--- config.mk ---
export PLATFORM = sky130hd
export DESIGN_NAME = apb_lsu
export DESIGN_NICKNAME = d
export VERILOG_FILES = /design/src/rtl/lsu_pkg.sv /design/src/rtl/lsu_lane.sv /design/src/rtl/apb_lsu.sv
export SDC_FILE = /design/constraint.sdc
export NUM_CORES = 1
export LEC_CHECK = 0
export ABC_AREA = 1
export CORE_MARGIN = 2
export CORE_UTILIZATION = 49
export DETAILED_ROUTE_END_ITERATION = 7
export PLACE_DENSITY = 0.95
export SLEW_MARGIN = 20
export SYNTH_ARGS = -nofsm -noshare
export SYNTH_HDL_FRONTEND = slang
export SYNTH_SLANG_ARGS = --single-unit
--- constraint.sdc ---
create_clock -name clk -period 3.1 [get_ports clk]
set_input_delay 0.465 -clock clk [delete_from_list [all_inputs] [get_ports clk]]
set_output_delay 0.465 -clock clk [all_outputs]
set_load 0.01 [all_outputs]
--- src/rtl/lsu_pkg.sv ---
// Shared state, error and size encodings for the APB load/store unit,
// plus the alignment rule used at request acceptance.
package lsu_pkg;

  typedef enum logic [1:0] {
    IDLE   = 2'b00,
    SETUP  = 2'b01,
    ACCESS = 2'b10,
    RESP   = 2'b11
  } state_e;

  localparam logic [1:0] ERR_OK      = 2'b00;
  localparam logic [1:0] ERR_ALIGN   = 2'b01;
  localparam logic [1:0] ERR_SLVERR  = 2'b10;
  localparam logic [1:0] ERR_TIMEOUT = 2'b11;

  localparam logic [1:0] SZ_B = 2'b00;
  localparam logic [1:0] SZ_H = 2'b01;
  localparam logic [1:0] SZ_W = 2'b10;
  localparam logic [1:0] SZ_D = 2'b11;

  // A dword request is only legal on a 64-bit bus.
  function automatic logic is_misaligned(input logic [2:0] low, input logic [1:0] size,
                                         input logic dw64);
    logic bad;
    case (size)
      SZ_B:    bad = 1'b0;
      SZ_H:    bad = low[0];
      SZ_W:    bad = |low[1:0];
      SZ_D:    bad = (|low) | ~dw64;
      default: bad = 1'b1;
    endcase
    return bad;
  endfunction

endpackage

--- src/rtl/lsu_lane.sv ---
// Byte-lane steering: write strobes and data shift for stores, read shift
// plus sign/zero extension for loads, all sized from DATA_WIDTH.
module lsu_lane
  import lsu_pkg::*;
#(
  parameter int DATA_WIDTH = 32,
  localparam int STRB_W = DATA_WIDTH / 8,
  localparam int OFF_W  = $clog2(STRB_W)
) (
  input  logic [OFF_W-1:0]      off,
  input  logic [1:0]            size,
  input  logic                  is_unsigned,
  input  logic [DATA_WIDTH-1:0] wdata,
  input  logic [DATA_WIDTH-1:0] prdata,
  output logic [DATA_WIDTH-1:0] pwdata,
  output logic [STRB_W-1:0]     pstrb,
  output logic [DATA_WIDTH-1:0] rdata
);

  logic [7:0]            byte_mask_s;
  logic [DATA_WIDTH-1:0] keep_s;
  logic [DATA_WIDTH-1:0] shifted_s;
  logic                  sign_s;

  // Lane steering and load extension; keep_s marks the bits the access owns.
  always_comb begin
    byte_mask_s = 8'h00;
    keep_s      = '0;
    sign_s      = 1'b0;
    shifted_s   = prdata >> {off, 3'b000};
    case (size)
      SZ_B: begin
        byte_mask_s = 8'h01;
        keep_s      = DATA_WIDTH'(64'h0000_0000_0000_00FF);
        sign_s      = shifted_s[7];
      end
      SZ_H: begin
        byte_mask_s = 8'h03;
        keep_s      = DATA_WIDTH'(64'h0000_0000_0000_FFFF);
        sign_s      = shifted_s[15];
      end
      SZ_W: begin
        byte_mask_s = 8'h0F;
        keep_s      = DATA_WIDTH'(64'h0000_0000_FFFF_FFFF);
        sign_s      = shifted_s[31];
      end
      SZ_D: begin
        byte_mask_s = 8'hFF;
        keep_s      = '1;
        sign_s      = 1'b0;
      end
      default: begin
        byte_mask_s = 8'h00;
        keep_s      = '0;
        sign_s      = 1'b0;
      end
    endcase
    pstrb  = STRB_W'(byte_mask_s) << off;
    pwdata = wdata << {off, 3'b000};
    // A full-width access has keep_s all ones, so it passes unextended.
    rdata  = (shifted_s & keep_s) | ({DATA_WIDTH{sign_s & ~is_unsigned}} & ~keep_s);
  end

endmodule

--- src/rtl/apb_lsu.sv ---
// APB4 master that runs one fetch/load/store per request, with lane
// steering, load extension, alignment checking and an ACCESS timeout.
module apb_lsu
  import lsu_pkg::*;
#(
  parameter int ADDR_WIDTH     = 32,
  parameter int DATA_WIDTH     = 32,
  parameter int TIMEOUT_CYCLES = 256
) (
  input  logic                    clk,
  input  logic                    rts_n,
  input  logic                    req_valid,
  output logic                    req_ready,
  input  logic                    req_write,
  input  logic [ADDR_WIDTH-1:0]   req_addr,
  input  logic [DATA_WIDTH-1:0]   req_wdata,
  input  logic [1:0]              req_size,
  input  logic                    req_unsigned,
  output logic                    rsp_valid,
  input  logic                    rsp_ready,
  output logic [DATA_WIDTH-1:0]   rsp_rdata,
  output logic [1:0]              rsp_err,
  output logic [ADDR_WIDTH-1:0]   APB_paddr,
  output logic                    APB_psel,
  output logic                    APB_penable,
  output logic                    APB_pwrite,
  output logic [DATA_WIDTH-1:0]   APB_pwdata,
  output logic [DATA_WIDTH/8-1:0] APB_pstrb,
  input  logic [DATA_WIDTH-1:0]   APB_prdata,
  input  logic                    APB_pready,
  input  logic                    APB_pslverr
);

  localparam int STRB_W = DATA_WIDTH / 8;
  localparam int OFF_W  = $clog2(STRB_W);
  localparam int CNT_W  = (TIMEOUT_CYCLES > 1) ? $clog2(TIMEOUT_CYCLES + 1) : 1;
  localparam logic IS_DW64 = (DATA_WIDTH == 64) ? 1'b1 : 1'b0;
  localparam logic TO_EN   = (TIMEOUT_CYCLES > 0) ? 1'b1 : 1'b0;
  localparam logic [CNT_W-1:0] CNT_LAST =
    CNT_W'((TIMEOUT_CYCLES > 0) ? TIMEOUT_CYCLES - 1 : 0);

  state_e                state_q, state_d;
  logic                  req_ready_q, req_ready_d;
  logic                  rsp_valid_q, rsp_valid_d;
  logic [1:0]            rsp_err_q, rsp_err_d;
  logic [DATA_WIDTH-1:0] rsp_rdata_q, rsp_rdata_d;
  logic                  psel_q, psel_d;
  logic                  penable_q, penable_d;
  logic                  pwrite_q, pwrite_d;
  logic [ADDR_WIDTH-1:0] paddr_q, paddr_d;
  logic [DATA_WIDTH-1:0] pwdata_q, pwdata_d;
  logic [STRB_W-1:0]     pstrb_q, pstrb_d;
  logic [CNT_W-1:0]      cnt_q, cnt_d;
  logic [OFF_W-1:0]      off_q, off_d;
  logic [1:0]            size_q, size_d;
  logic                  uns_q, uns_d;

  logic [OFF_W-1:0]      lane_off_s;
  logic [1:0]            lane_size_s;
  logic [DATA_WIDTH-1:0] lane_pwdata_s;
  logic [STRB_W-1:0]     lane_pstrb_s;
  logic [DATA_WIDTH-1:0] lane_rdata_s;

  // In IDLE the lane sees the incoming request; afterwards the captured one.
  assign lane_off_s  = (state_q == IDLE) ? req_addr[OFF_W-1:0] : off_q;
  assign lane_size_s = (state_q == IDLE) ? req_size : size_q;

  lsu_lane #(.DATA_WIDTH(DATA_WIDTH)) u_lane (
    .off         (lane_off_s),
    .size        (lane_size_s),
    .is_unsigned (uns_q),
    .wdata       (req_wdata),
    .prdata      (APB_prdata),
    .pwdata      (lane_pwdata_s),
    .pstrb       (lane_pstrb_s),
    .rdata       (lane_rdata_s)
  );

  // Next-state and registered-output logic for the transfer FSM.
  always_comb begin
    state_d     = state_q;
    req_ready_d = req_ready_q;
    rsp_valid_d = rsp_valid_q;
    rsp_err_d   = rsp_err_q;
    rsp_rdata_d = rsp_rdata_q;
    psel_d      = psel_q;
    penable_d   = penable_q;
    pwrite_d    = pwrite_q;
    paddr_d     = paddr_q;
    pwdata_d    = pwdata_q;
    pstrb_d     = pstrb_q;
    cnt_d       = cnt_q;
    off_d       = off_q;
    size_d      = size_q;
    uns_d       = uns_q;
    case (state_q)
      IDLE: begin
        if (req_valid && req_ready_q) begin
          req_ready_d = 1'b0;
          off_d       = req_addr[OFF_W-1:0];
          size_d      = req_size;
          uns_d       = req_unsigned;
          if (is_misaligned(req_addr[2:0], req_size, IS_DW64)) begin
            state_d     = RESP;
            rsp_valid_d = 1'b1;
            rsp_err_d   = ERR_ALIGN;
            rsp_rdata_d = '0;
          end else begin
            state_d   = SETUP;
            psel_d    = 1'b1;
            penable_d = 1'b0;
            pwrite_d  = req_write;
            paddr_d   = {req_addr[ADDR_WIDTH-1:OFF_W], {OFF_W{1'b0}}};
            pwdata_d  = req_write ? lane_pwdata_s : '0;
            pstrb_d   = req_write ? lane_pstrb_s : '0;
          end
        end else begin
          req_ready_d = 1'b1;
        end
      end
      SETUP: begin
        state_d   = ACCESS;
        penable_d = 1'b1;
        cnt_d     = '0;
      end
      ACCESS: begin
        if (APB_pready) begin
          state_d     = RESP;
          psel_d      = 1'b0;
          penable_d   = 1'b0;
          rsp_valid_d = 1'b1;
          cnt_d       = '0;
          if (APB_pslverr) begin
            rsp_err_d   = ERR_SLVERR;
            rsp_rdata_d = '0;
          end else begin
            rsp_err_d   = ERR_OK;
            rsp_rdata_d = pwrite_q ? '0 : lane_rdata_s;
          end
        end else if (TO_EN && (cnt_q == CNT_LAST)) begin
          state_d     = RESP;
          psel_d      = 1'b0;
          penable_d   = 1'b0;
          rsp_valid_d = 1'b1;
          rsp_err_d   = ERR_TIMEOUT;
          rsp_rdata_d = '0;
          cnt_d       = '0;
        end else begin
          cnt_d = cnt_q + CNT_W'(1);
        end
      end
      RESP: begin
        // req_ready stays low here, so no accept can coincide with the consume.
        if (rsp_ready) begin
          state_d     = IDLE;
          rsp_valid_d = 1'b0;
          req_ready_d = 1'b1;
        end else begin
          rsp_valid_d = 1'b1;
        end
      end
      default: begin
        state_d     = IDLE;
        req_ready_d = 1'b1;
        rsp_valid_d = 1'b0;
        psel_d      = 1'b0;
        penable_d   = 1'b0;
      end
    endcase
  end

  // State and output registers with synchronous active-low reset.
  always_ff @(posedge clk) begin
    if (!rts_n) begin
      state_q     <= IDLE;
      req_ready_q <= 1'b1;
      rsp_valid_q <= 1'b0;
      rsp_err_q   <= ERR_OK;
      rsp_rdata_q <= '0;
      psel_q      <= 1'b0;
      penable_q   <= 1'b0;
      pwrite_q    <= 1'b0;
      paddr_q     <= '0;
      pwdata_q    <= '0;
      pstrb_q     <= '0;
      cnt_q       <= '0;
      off_q       <= '0;
      size_q      <= SZ_B;
      uns_q       <= 1'b0;
    end else begin
      state_q     <= state_d;
      req_ready_q <= req_ready_d;
      rsp_valid_q <= rsp_valid_d;
      rsp_err_q   <= rsp_err_d;
      rsp_rdata_q <= rsp_rdata_d;
      psel_q      <= psel_d;
      penable_q   <= penable_d;
      pwrite_q    <= pwrite_d;
      paddr_q     <= paddr_d;
      pwdata_q    <= pwdata_d;
      pstrb_q     <= pstrb_d;
      cnt_q       <= cnt_d;
      off_q       <= off_d;
      size_q      <= size_d;
      uns_q       <= uns_d;
    end
  end

  assign req_ready   = req_ready_q;
  assign rsp_valid   = rsp_valid_q;
  assign rsp_err     = rsp_err_q;
  assign rsp_rdata   = rsp_rdata_q;
  assign APB_psel    = psel_q;
  assign APB_penable = penable_q;
  assign APB_pwrite  = pwrite_q;
  assign APB_paddr   = paddr_q;
  assign APB_pwdata  = pwdata_q;
  assign APB_pstrb   = pstrb_q;

endmodule

# After elaboration in Yosys (flattened, before gate mapping)
# Index checks and enable logic that the tools add are counted.
[classes] add_sub_neg=1 eq_ne=15 shifts=3 n_mux=48 bitwise_logic=7 n_reduce_logical=19
[ops] operator="32-bit 2-to-1 mux" count=7
[ops] operator="32-bit one-hot mux with 3 select lines" count=1
[ops] operator="32-bit bitwise AND" count=2
[ops] operator="32-bit one-hot mux with 2 select lines" count=1
[ops] operator="32-bit NOT" count=1
[ops] operator="32-bit bitwise OR" count=1
[ops] operator="32-bit by 5-bit left shift with 32-bit output" count=1
[ops] operator="32-bit by 5-bit >> shifter with 32-bit output" count=1
[ops] operator="2-bit 2-to-1 mux" count=11
[ops] operator="9-bit 2-to-1 mux" count=2
[ops] operator="9-bit one-hot mux with 2 select lines" count=1
[ops] operator="4-bit one-hot mux with 4 select lines" count=1
[ops] operator="4-bit AND reduction" count=4
[ops] operator="1-bit 2-to-1 mux" count=15
[ops] operator="2-bit equality test (second input constant)" count=6
[ops] operator="9-bit by 1-bit adder with 9-bit output (second input constant)" count=1
[ops] operator="9-bit by 8-bit equality test with 1-bit output (second input constant)" count=1
[ops] operator="1-bit one-hot mux with 4 select lines" count=2
[ops] operator="2-bit one-hot mux with 4 select lines" count=1
[ops] operator="2-bit by 1-bit equality test with 1-bit output (second input constant)" count=3
[ops] operator="2-bit zero test" count=3
[ops] operator="1-bit one-hot mux with 3 select lines" count=2
[ops] operator="3-bit AND reduction" count=2
[ops] operator="2-bit nonzero test" count=3
[ops] operator="other kinds (13)" count=20
[word_totals] ff_bits=121 in_bits=106 out_inout_bits=107 word_cells=108

# Logic depth before layout (Yosys ltp)
# Gate-level depths: netlist of run 1.
[logic_depth] depth_word=12 depth_mapped=15 ltp_nobuf=13

# Cells and area by module
# A second synthesis of run 1 with hierarchy kept.
[unflattened] cells_unflattened=954 area_unflattened_um2=6157.2
[modules_own_cells] module="apb_lsu" instances=1 cells_each=688 area_each_um2=4870.9 seq_area_each_um2=2422.3
[modules_own_cells] module="lsu_lane" instances=1 cells_each=266 area_each_um2=1286.2 seq_area_each_um2=0.0

# Worst setup path before layout of run 1
# No wires, ideal clock.
[synth_path] path_type="reg-to-reg" from="reg state_q[0]" to="reg rsp_rdata_q[28], in the netlist rsp_rdata[28]" setup_time_ps=133 arrival_time_ps=1699 t_required_ps=2967 path_slack_ps=1268 stages_incl_launch_ff=13 n_path_buf=2 period_less_slack_ps=1832 path_cell_list="dfxtp_1 inv_1 ha_1 buf_4 nand2_1 o21ai_4 nor2_2 nand3_1 nand3_2 nand2_4 buf_6 nand2_2 a21oi_2"
[synth_between] elab_chain_cells=12 elab_cells_between_ends=26 cone_classes="eq/ne: 7; shift: 1; mux: 8; bitwise: 5; reduce/logical: 5"
[synth_lines] element="start, declared" line_no="apb_lsu.sv:42" text="state_e state_q, state_d;"
[synth_lines] element="start signal, assigned" line_no="apb_lsu.sv:191" text="state_q <= state_d;"
[synth_lines] element="parallel branches: the longest is 12 deep, another holds 32-bit by 5-bit >> shifter with 32-bit output"
[synth_lines] element="end signal, assigned" line_no="apb_lsu.sv:195" text="rsp_rdata_q <= rsp_rdata_d;"
[synth_lines] element="end, declared" line_no="apb_lsu.sv:46" text="logic [DATA_WIDTH-1:0] rsp_rdata_q, rsp_rdata_d;"
# Several ways; the timed one is not identified. The select of a mux whose other input is x is not followed.
# A chain may end at the register's enable or synchronous reset.

# Worst setup path in the final report of run 1
[layout_path] from="reg state_q[0]" to="reg rsp_rdata_q[13], in the netlist rsp_rdata[13]"
# The elaborated chain is that of the path after synthesis.

==> results of run 1 <==
-- synth_stat cells, drive strengths merged (2+ instances only) --
master | n | share of area
o22ai | 9 | 0.0095
a211oi | 3 | 0.0038
dfxtp | 121 | 0.41
inv | 54 | 0.034
a22oi | 9 | 0.011
buf | 31 | 0.031
clkbuf | 25 | 0.016
ha | 5 | 0.011
nand2 | 230 | 0.15
xor2 | 2 | 0.0030
nor2 | 131 | 0.089
a31oi | 8 | 0.0085
a21oi | 82 | 0.078
o211ai | 23 | 0.029
nand3 | 26 | 0.023
nor3 | 7 | 0.0078
o21ai | 80 | 0.070
-- worst register-to-register path: cells and delay by family (launching register included) --
kind / cells / cell delay [ns]
flops: 1 / 0.37
fa+ha+maj: 1 / 0.37
compound gates: 2 / 0.30
buf+inv: 3 / 0.77
simple gates: 6 / 0.80
-- through the flow --
step	setup slack, ns	instances	power (mW)	instance area [µm²]	utilization
final	0.430	1203	7.17	8700	0.730
after global routing	0.156	1203	7.58	8700	0.730
after CTS	0.497	1203	7.14	8700	0.730
after detailed placement	0.395	1171	4.95	8060	0.676
after global placement	0.461	1171	4.88	8060	0.676
after floorplan	1.27	857	4.03	5920	-
-- logic make-up (layout without fill, tap and decap cells) --
kind of cell,Yosys count,after routing,share of synthesized area
AOI/OAI and AO/OA,217,217,0.215
xor gates and xnor gates,3,3,0.00444
adders and majority gates,5,5,0.0106
buffers and inverters,111,310,0.0814
DFF,121,121,0.410
other,1,2,0.000634
and+or+nand+nor,398,398,0.279
-- cells in the final DEF, fill, tap and decap left out, drive strengths merged --
cell / synthesis / final
nor4: 1 / 1
nand2: 230 / 230
o211ai: 23 / 23
nand4: 1 / 1
nor3b: 1 / 1
nand3: 26 / 26
a21oi: 82 / 82
a31o: 1 / 1
a32oi: 1 / 1
o21ai: 80 / 80
a211oi: 3 / 3
inv: 54 / 57
a31oi: 8 / 8
o21bai: 1 / 1
ha: 5 / 5
conb: 1 / 2
bufinv: 0 / 4
xnor2: 1 / 1
o22ai: 9 / 9
buf: 31 / 13
clkinvlp: 0 / 1
xor2: 2 / 2
clkinv: 1 / 6
a22oi: 9 / 9
dfxtp: 121 / 121
clkbuf: 25 / 19
nor3: 7 / 7
nor2: 131 / 131
clkdlybuf4s50: 0 / 210
nand3b: 1 / 1
-- sequential cells by signal (all words and copies together), names as in the netlist --
name         count
rsp_err          2
APB_pwrite       1
size_q           2
rsp_valid        1
uns_q            1
cnt_q            9
rsp_rdata       32
APB_penable      1
off_q            2
APB_psel         1
req_ready        1
APB_paddr       30
APB_pwdata      32
state_q          2
APB_pstrb        4
-- cell type report --
class / count / share of cell area
Clock buffer: 19 / 0.0521
Clock inverter: 13 / 0.0219
Inverter: 55 / 0.0237
Multi-Input combinational cell: 625 / 0.347
Sequential cell: 121 / 0.278
Tap cell: 147 / 0.0211
Timing Repair Buffer: 223 / 0.256
-- routing by layer --
metal | wire length (µm) | global-route usage
met5 | 0 | 0
met4 | 432 | 0.120
met3 | 1610 | 0.0494
met2 | 9270 | 0.499
met1 | 7720 | 0.363
-- power by group through the flow --
stage	sequential, mW	combinational, mW	clock [mW]
2_1_floorplan	2.01	2.02	0
3_3_place_gp	1.93	2.95	0
3_5_place_dp	1.94	3.01	0
4_1_cts	1.91	3.06	2.16
5_1_grt	1.93	3.41	2.24
6_report	1.91	3.11	2.15
-- worst max path at each step --
stage                 from       endpoint  slack, ns  cells after the start
4_1_cts         state_q[0]  rsp_rdata[13]       0.50                     12
5_1_grt         state_q[0]  rsp_rdata[13]       0.16                     12
3_5_place_dp    APB_pready   rsp_rdata[4]       0.39                      8
2_1_floorplan   state_q[0]  rsp_rdata[28]       1.27                     12
3_3_place_gp   req_addr[0]   rsp_rdata[2]       0.46                     10
6_report        state_q[0]  rsp_rdata[13]       0.43                     12
==> out/qor.txt, run 1 <==
Post-CTS Setup Inserts: 0
Sequential area share after synthesis: 0.410
Layout cells sized above 1: 0.0852
CTS tree: done
Area growth, synth to finish: 47.1%
Cts repair resizes: 0
Critical Path AT: 3.01 ns
Die area: 0.0130 mm²
Hold path cells: 2
Hold buffer count at cts: 0
N_diodes: 0
Fmax: 375 MHz
Vias per inst: 5.51
Final WL: 19000 µm
Leak: 3.33 nW
Fillers: 877
Vias in the first global route: 6213
Core ar.: 0.0119 mm²
P_int: 4.30 mW
Critical Path Fanout Max: 49
GRT Total Usage: 0.291
Worst-path clk slew: 0.06 ns
Crit-path cells: inv_1, ha_1, inv_2, nand2_1, nand2_2, buf_4, nand3_1, o211ai_1, nand2_1, nor2_1, nand2_1, a21oi_1
WS Path Type: reg -> reg
Tmin final: 2.67 ns
Sw Ratio: 0.400
Drt initial violations: 842
Area of the multi-input gates: 0.00302 mm²
Worst min path class: reg -> reg
Largest net degree at the start of global routing: 80
Routed len/inst: 15.8 µm
Critical Path Slowest Stage Cell: buf_4
Delay-heaviest family, CP: simple AND/OR/NAND/NOR gates
Final Skew: 0.00895 ns
Element type at the critical path end: flop
Hold Crit Endpoint: cnt_q[8]
Die W: 114 µm
Initial antenna violation count: 0
Rows: 40
Comb power frac: 0.434
Rel. slew slack: 0.375
CTS sink cnt: 121
Outcome: finished clean
Nets@finish: 1154
Sequential cell area: 0.00242 mm²
Async S/R FF share, synth: 0
Slew Limit Fails: 0
Peak VDD IR: 640 µV
Die H: 114 µm
Crit path required time: 3.44 ns
Hold_ws: 0.439 ns
Final antenna-violating net count: 0
Final setup TNS: 0 ns
R2r setup slk: 0.43 ns
Max-cap violations: 0
PD cells: 824 mW/mm²
Total grt overflow: 0
Most frequent CP cell: nand2_1
Number of distinct library cells after synthesis: 43
Clock share of power: 0.299
R2R depth: 12
Number of synthesized flops with an enable pin: 0
Clock Latency Late Sink: 0.41 ns
Peak per-stage delay on the critical path: 0.48 ns
Post-synth design cell area: 0.00591 mm²
Register share of total power: 0.267
Port buffer count: 210
Final period utilization: 0.861
Startpoint of the worst hold path: cnt_q[8]
Reg-to-reg endpoint: rsp_rdata[13]
RR Startpoint: state_q[0]
# DRC: 0
Flops & latches, synth: 121
Worst slew pin tran: 0.937 ns
Synth Flop Type: dfxtp_1
GP Congestion: 0.896
Inserted Clock Buffers: 17
Sw power: 2.87 mW
Total number of yosys warnings: 0
Setup Viol. Count Final: 0
Critical path launch point type: flop
Fin. Hold Viols: 0
CP bufs+invs: 3
Initial core utilization: 0.497
# IOs: 213
Detailed Routing Iterations Pass 1: 7
H-tree depth: 4
Clock root buffer master: clkbuf_16
RSZ-0062 raised after global routing: no
Syn Area/Cell: 6.91 µm²
DPL Wire Length: 13200 µm
First-pass GRT wire length: 30100 µm
Detailed-route via count: 6633
Longest Clk Path Bufs: 2
Cell count after synthesis: 856
Power figures use the tool's default switching activity.
==> inputs of run 2 (changes only) <==
--- a/config.mk
+++ b/config.mk
@@ -6,7 +6,8 @@
 export NUM_CORES = 1
 export LEC_CHECK = 0
 export ABC_AREA = 1
-export CORE_MARGIN = 2
+export CAP_MARGIN = 30
+export CORE_MARGIN = 8
 export CORE_UTILIZATION = 49
 export DETAILED_ROUTE_END_ITERATION = 7
 export PLACE_DENSITY = 0.95
==> run 2 against run 1 <==
  * Global-route usage fell by 4.1 points
  * Critical path depth fell by 2
  * Final cell count did not move
  * Via count fell by 1.5%
  * Clock skew fell by 0.0024 ns
  * Sequential power barely moved
  * Largest cell class unchanged
  * Highest routed layer unchanged
==> out/qor.txt, run 2 (synthesis results as in run 1) <==
GP Congestion: 0.898 (was 0.896)
# DRC: 0 (unchanged)
Tmin final: 2.75 ns (was 2.67 ns)
Detailed Routing Iterations Pass 1: 6 (was 7)
Final WL: 19900 µm (was 19000 µm)
Post-CTS Setup Inserts: 0 (unchanged)
PD cells: 815 mW/mm² (was 824 mW/mm²)
Crit path required time: 3.44 ns (about the same)
Initial core utilization: 0.497 (unchanged)
Inserted Clock Buffers: 17 (unchanged)
Peak VDD IR: 606 µV (was 640 µV)
Die H: 126 µm (was 114 µm)
Outcome: finished clean (unchanged)
Vias in the first global route: 6309 (was 6213)
RSZ-0062 raised after global routing: no (unchanged)
Startpoint of the worst hold path: cnt_q[8] (unchanged)
WS Path Type: reg -> reg (unchanged)
Critical Path AT: 3.09 ns (was 3.01 ns)
Rows: 40 (unchanged)
R2r setup slk: 0.35 ns (was 0.43 ns)
Final setup TNS: 0 ns (unchanged)
Most common cell after layout, fill and taps aside: nand2_1 (unchanged)
Drt initial violations: 732 (was 842)
Hold Crit Endpoint: cnt_q[8] (unchanged)
Critical Path Fanout Max: 26 (was 49)
Fmax: 363 MHz (was 375 MHz)
Area growth, synth to finish: 46.1% (was 47.1%)
# IOs: 213 (unchanged)
Cts repair resizes: 0 (unchanged)
Worst slack at placement: 0.349 ns (was 0.395 ns)
Routed len/inst: 16.6 µm (was 15.8 µm)
Clock root buffer master: clkbuf_16 (unchanged)
Nets@finish: 1156 (was 1154)
Die W: 126 µm (was 114 µm)
Largest net degree at the start of global routing: 45 (was 80)
Hold buffer count at cts: 0 (unchanged)
Reg-to-reg endpoint: APB_pwdata[5] (was rsp_rdata[13])
Slew Limit Fails: 0 (unchanged)
Element type at the critical path end: flop (unchanged)
CP startpoint: state_q[0] (unchanged)
Hold path cells: 2 (unchanged)
Clock Latency Late Sink: 0.42 ns (was 0.41 ns)
GRT Total Usage: 0.250 (was 0.291)
CTS sink cnt: 121 (unchanged)
Placed Cells: 1173 (was 1171)
Max-cap violations: 0 (unchanged)
Most frequent cells in the layout: nand2_1, clkdlybuf4s50_1, nor2_1 (unchanged)
CTS tree: done (unchanged)
Vias per inst: 5.43 (was 5.51)
Initial antenna violation count: 0 (unchanged)
Fin cells: 1203 (unchanged)
Port buffer count: 210 (unchanged)
Core ar.: 0.0119 mm² (unchanged)
Leak: 3.30 nW (was 3.33 nW)
Setup Viol. Count Final: 0 (unchanged)
Longest Clk Path Bufs: 2 (unchanged)
R2R depth: 10 (was 12)
Hold_ws: 0.434 ns (was 0.439 ns)
Rel. slew slack: 0.407 (was 0.375)
Worst-path clk slew: 0.05 ns (was 0.06 ns)
Final period utilization: 0.888 (was 0.861)
Fin. Hold Viols: 0 (unchanged)
DPL Wire Length: 14400 µm (was 13200 µm)
Total grt overflow: 0 (unchanged)
Final Skew: 0.00651 ns (was 0.00895 ns)
Detailed-route via count: 6534 (was 6633)
Critical path launch point type: flop (unchanged)
Final antenna-violating net count: 0 (unchanged)
First-pass GRT wire length: 32100 µm (was 30100 µm)
H-tree depth: 4 (unchanged)
Fillers: 882 (was 877)
RR Startpoint: state_q[0] (unchanged)
Worst min path class: reg -> reg (unchanged)
N_diodes: 0 (unchanged)
Layout cells sized above 1: 0.0833 (was 0.0852)
Die area: 0.0158 mm² (was 0.0130 mm²)
Worst slew pin tran: 0.888 ns (was 0.937 ns)
Overall power: 7.04 mW (was 7.17 mW)
Post-route setup slack: 0.346 ns (was 0.430 ns)
[run 2: layout make-up]
cell class / instances / area [µm²] / area share
Clock inverter: 8 / 120 / 0.0139
Tap cell: 147 / 184 / 0.0213
Clock buffer: 22 / 474 / 0.0549
Multi-Input combinational cell: 625 / 3020 / 0.349
Sequential cell: 121 / 2420 / 0.280
Inverter: 55 / 206 / 0.0239
Timing Repair Buffer: 225 / 2210 / 0.256
[run 2: worst max-delay path by stage]
stage               slack [ns]            end
finish                    0.35  APB_pwdata[5]
global route              0.07  APB_pwdata[5]
CTS                       0.33  APB_pwdata[5]
detailed placement        0.35   APB_paddr[4]
global placement          0.46  APB_paddr[28]
floorplan                 1.27  rsp_rdata[28]
[run 2: stage by stage]
step                cell area [µm²]  utilization
floorplan                      5920            -
global placement               8050        0.676
detailed placement             8050        0.676
CTS                            8640        0.725
global route                   8640        0.725
finish                         8640        0.725
[run 2: critical path: stages, from the launching register on]
cell     delay (ns)
dfxtp_1        0.34
inv_1          0.10
ha_1           0.47
inv_2          0.16
nor2_4         0.17
nand2_2        0.32
nor2_8         0.31
inv_2          0.13
nor3_4         0.37
nand2_1        0.10
a21oi_1        0.19
[run 2: routing by layer]
layer / vias to the layer above / share of wire / wire (µm) / global-route usage
met5: - / 0 / 0 / 0
met1: 2944 / 0.40 / 8010 / 0.285
met2: 349 / 0.47 / 9330 / 0.412
li1: 3184 / - / - / -
met4: 0 / 0.037 / 730 / 0.138
met3: 57 / 0.094 / 1870 / 0.0759
[run 2: power breakdown]
part	internal [mW]	switching, mW	total, mW
registers	1.78	0.134	1.92
clock network	1.31	0.684	2.00
logic	1.13	1.99	3.12
==> inputs of run 3 (changes only) <==
--- a/config.mk
+++ b/config.mk
@@ -8,9 +8,9 @@
 export ABC_AREA = 1
 export CAP_MARGIN = 30
 export CORE_MARGIN = 8
-export CORE_UTILIZATION = 49
+export CORE_UTILIZATION = 41
 export DETAILED_ROUTE_END_ITERATION = 7
-export PLACE_DENSITY = 0.95
+export PLACE_DENSITY = 0.86
 export SLEW_MARGIN = 20
 export SYNTH_ARGS = -nofsm -noshare
 export SYNTH_HDL_FRONTEND = slang
==> constraint.sdc (replaced) <==
create_clock -name clk -period 2.25 [get_ports clk]
set_input_delay 0.3375 -clock clk [delete_from_list [all_inputs] [get_ports clk]]
set_output_delay 0.3375 -clock clk [all_outputs]
set_load 0.01 [all_outputs]
==> run 3 against run 2 <==
  * Final cell count up 4.2%
  * Setup slack worse by 0.16 ns
  * Worst hold slack better by 0.0051 ns
  * Clock power up 39%
  * Critical endpoint is now APB_pwdata[26]
==> out/qor.txt, run 3 (synthesis results as in run 1) <==
Outcome: finished clean (unchanged)
Layout cells sized above 1: 0.0991 (was 0.0833)
Sequential cell area: 0.00242 mm² (about the same)
Overall power: 10.0 mW (was 7.04 mW)
N_diodes: 0 (unchanged)
Crit path required time: 2.54 ns (was 3.44 ns)
Tmin final: 2.06 ns (was 2.75 ns)
Longest Clk Path Bufs: 2 (unchanged)
Port buffer count: 210 (unchanged)
GP Congestion: 0.877 (was 0.898)
Most common cell after layout, fill and taps aside: nand2_1 (unchanged)
# DRC: 0 (unchanged)
First-pass GRT wire length: 31100 µm (was 32100 µm)
PD cells: 1130 mW/mm² (was 815 mW/mm²)
H-tree depth: 4 (unchanged)
Critical Path Fanout Max: 12 (was 26)
Drt initial violations: 643 (was 732)
Met1 Usage GRT: 0.250 (was 0.285)
Clock Latency Late Sink: 0.42 ns (about the same)
Die W: 136 µm (was 126 µm)
Area growth, synth to finish: 50.5% (was 46.1%)
Met2 Resource Use GR: 0.349 (was 0.412)
Initial core utilization: 0.413 (was 0.497)
Core ar.: 0.0143 mm² (was 0.0119 mm²)
Placed Cells: 1219 (was 1173)
Fin cells: 1254 (was 1203)
WS Path Type: reg -> reg (unchanged)
Worst slack at placement: 0.0132 ns (was 0.349 ns)
Leak: 3.40 nW (was 3.30 nW)
Inserted Clock Buffers: 17 (unchanged)
Post-route setup slack: 0.186 ns (was 0.346 ns)
Vias in the first global route: 6044 (was 6309)
Nets@finish: 1168 (was 1156)
Fmax: 484 MHz (was 363 MHz)
CTS sink cnt: 121 (unchanged)
Rows: 44 (was 40)
Final antenna-violating net count: 0 (unchanged)
Routed len/inst: 15.9 µm (was 16.6 µm)
Fillers: 1286 (was 882)
RR Startpoint: state_q[0] (unchanged)
Final setup TNS: 0 ns (unchanged)
Hold buffer count at cts: 0 (unchanged)
CTS tree: done (unchanged)
Most frequent cells in the layout: nand2_1, clkdlybuf4s50_1, nor2_1 (unchanged)
Total grt overflow: 0 (unchanged)
CP startpoint: state_q[0] (unchanged)
Worst-path clk slew: 0.05 ns (about the same)
Clock root buffer master: clkbuf_16 (unchanged)
Peak VDD IR: 724 µV (was 606 µV)
Final period utilization: 0.918 (was 0.888)
Slew Limit Fails: 0 (unchanged)
Die area: 0.0185 mm² (was 0.0158 mm²)
Worst Setup EP: APB_pwdata[26] (was APB_pwdata[5])
R2r setup slk: 0.19 ns (was 0.35 ns)
# IOs: 213 (unchanged)
Critical Path AT: 2.36 ns (was 3.09 ns)
Gr busiest metal: met2 (unchanged)
Final Skew: 0.0104 ns (was 0.00651 ns)
Area of the multi-input gates: 0.00303 mm² (was 0.00302 mm²)
Reg-to-reg endpoint: APB_pwdata[26] (was APB_pwdata[5])
Initial antenna violation count: 0 (unchanged)
Detailed Routing Iterations Pass 1: 5 (was 6)
Vias per inst: 5.16 (was 5.43)
DPL Wire Length: 14500 µm (was 14400 µm)
Largest net degree at the start of global routing: 58 (was 45)
Element type at the critical path end: flop (unchanged)
Met3 Use GR: 0.0617 (was 0.0759)
Max-cap violations: 0 (unchanged)
Final WL: 19900 µm (about the same)
Fin. Hold Viols: 0 (unchanged)
RSZ-0062 raised after global routing: yes (was no)
Die H: 136 µm (was 126 µm)
Final cell utilization of the core: 0.622 (was 0.725)
GRT Total Usage: 0.211 (was 0.250)
Detailed-route via count: 6470 (was 6534)
Critical path launch point type: flop (unchanged)
R2R depth: 11 (was 10)
Worst min path class: reg -> reg (unchanged)
Setup Viol. Count Final: 0 (unchanged)
==> run 3: routing by layer <==
metal	vias to the layer above	wire length [µm]	part of all wire
li1	3214	-	-
met1	2952	8160	0.41
met2	273	9450	0.47
met3	31	1900	0.095
met4	0	393	0.020
met5	-	0	0
==> run 3: worst max-delay path, cell delays in order, from the launching register on <==
cell	delay, ns
dfxtp_2	0.35
inv_1	0.07
ha_2	0.23
buf_4	0.17
nand2_1	0.11
nand2_1	0.10
buf_4	0.21
buf_4	0.20
nand2_1	0.07
nand2_1	0.08
o211ai_1	0.26
a21oi_1	0.09
==> run 3: repair_timing <==
action	4_1_cts	5_1_grt
setup endpoints to repair	1	56
setup buffers	0	2
gates cloned	0	1
pin swaps	0	3
resized for setup	1	5
==> run 3: power by group <==
part	internal, mW	leakage, nW	switching (mW)
Combinational	1.83	2.13	2.79
Sequential	2.46	0.983	0.171
Clock	1.80	0.289	0.986
Total	6.09	3.40	3.95
==> run 3: worst min path at each step <==
stage	slack [ns]	endpoint	start	cells after the start
floorplan	0.41	cnt_q[8]	cnt_q[8]	2
global placement	0.42	cnt_q[8]	cnt_q[8]	2
detailed placement	0.43	cnt_q[8]	cnt_q[8]	2
CTS	0.44	cnt_q[8]	cnt_q[8]	2
global route	0.46	cnt_q[8]	cnt_q[8]	2
finish	0.44	cnt_q[8]	cnt_q[8]	2
==> run 3: final cells by class <==
class	count	area share
repair buffers	236	0.270
multi-input cells	626	0.341
clock buffers	21	0.0517
well taps	184	0.0259
flip-flops and latches	121	0.272
inverters	55	0.0232
clock inverters	11	0.0163
==> run 3: metrics by stage <==
step	hold WS, ns	area, µm²
global route	0.464	8900
detailed placement	0.431	8250
finish	0.439	8900
floorplan	0.412	5920
CTS	0.441	8860
global placement	0.421	8250
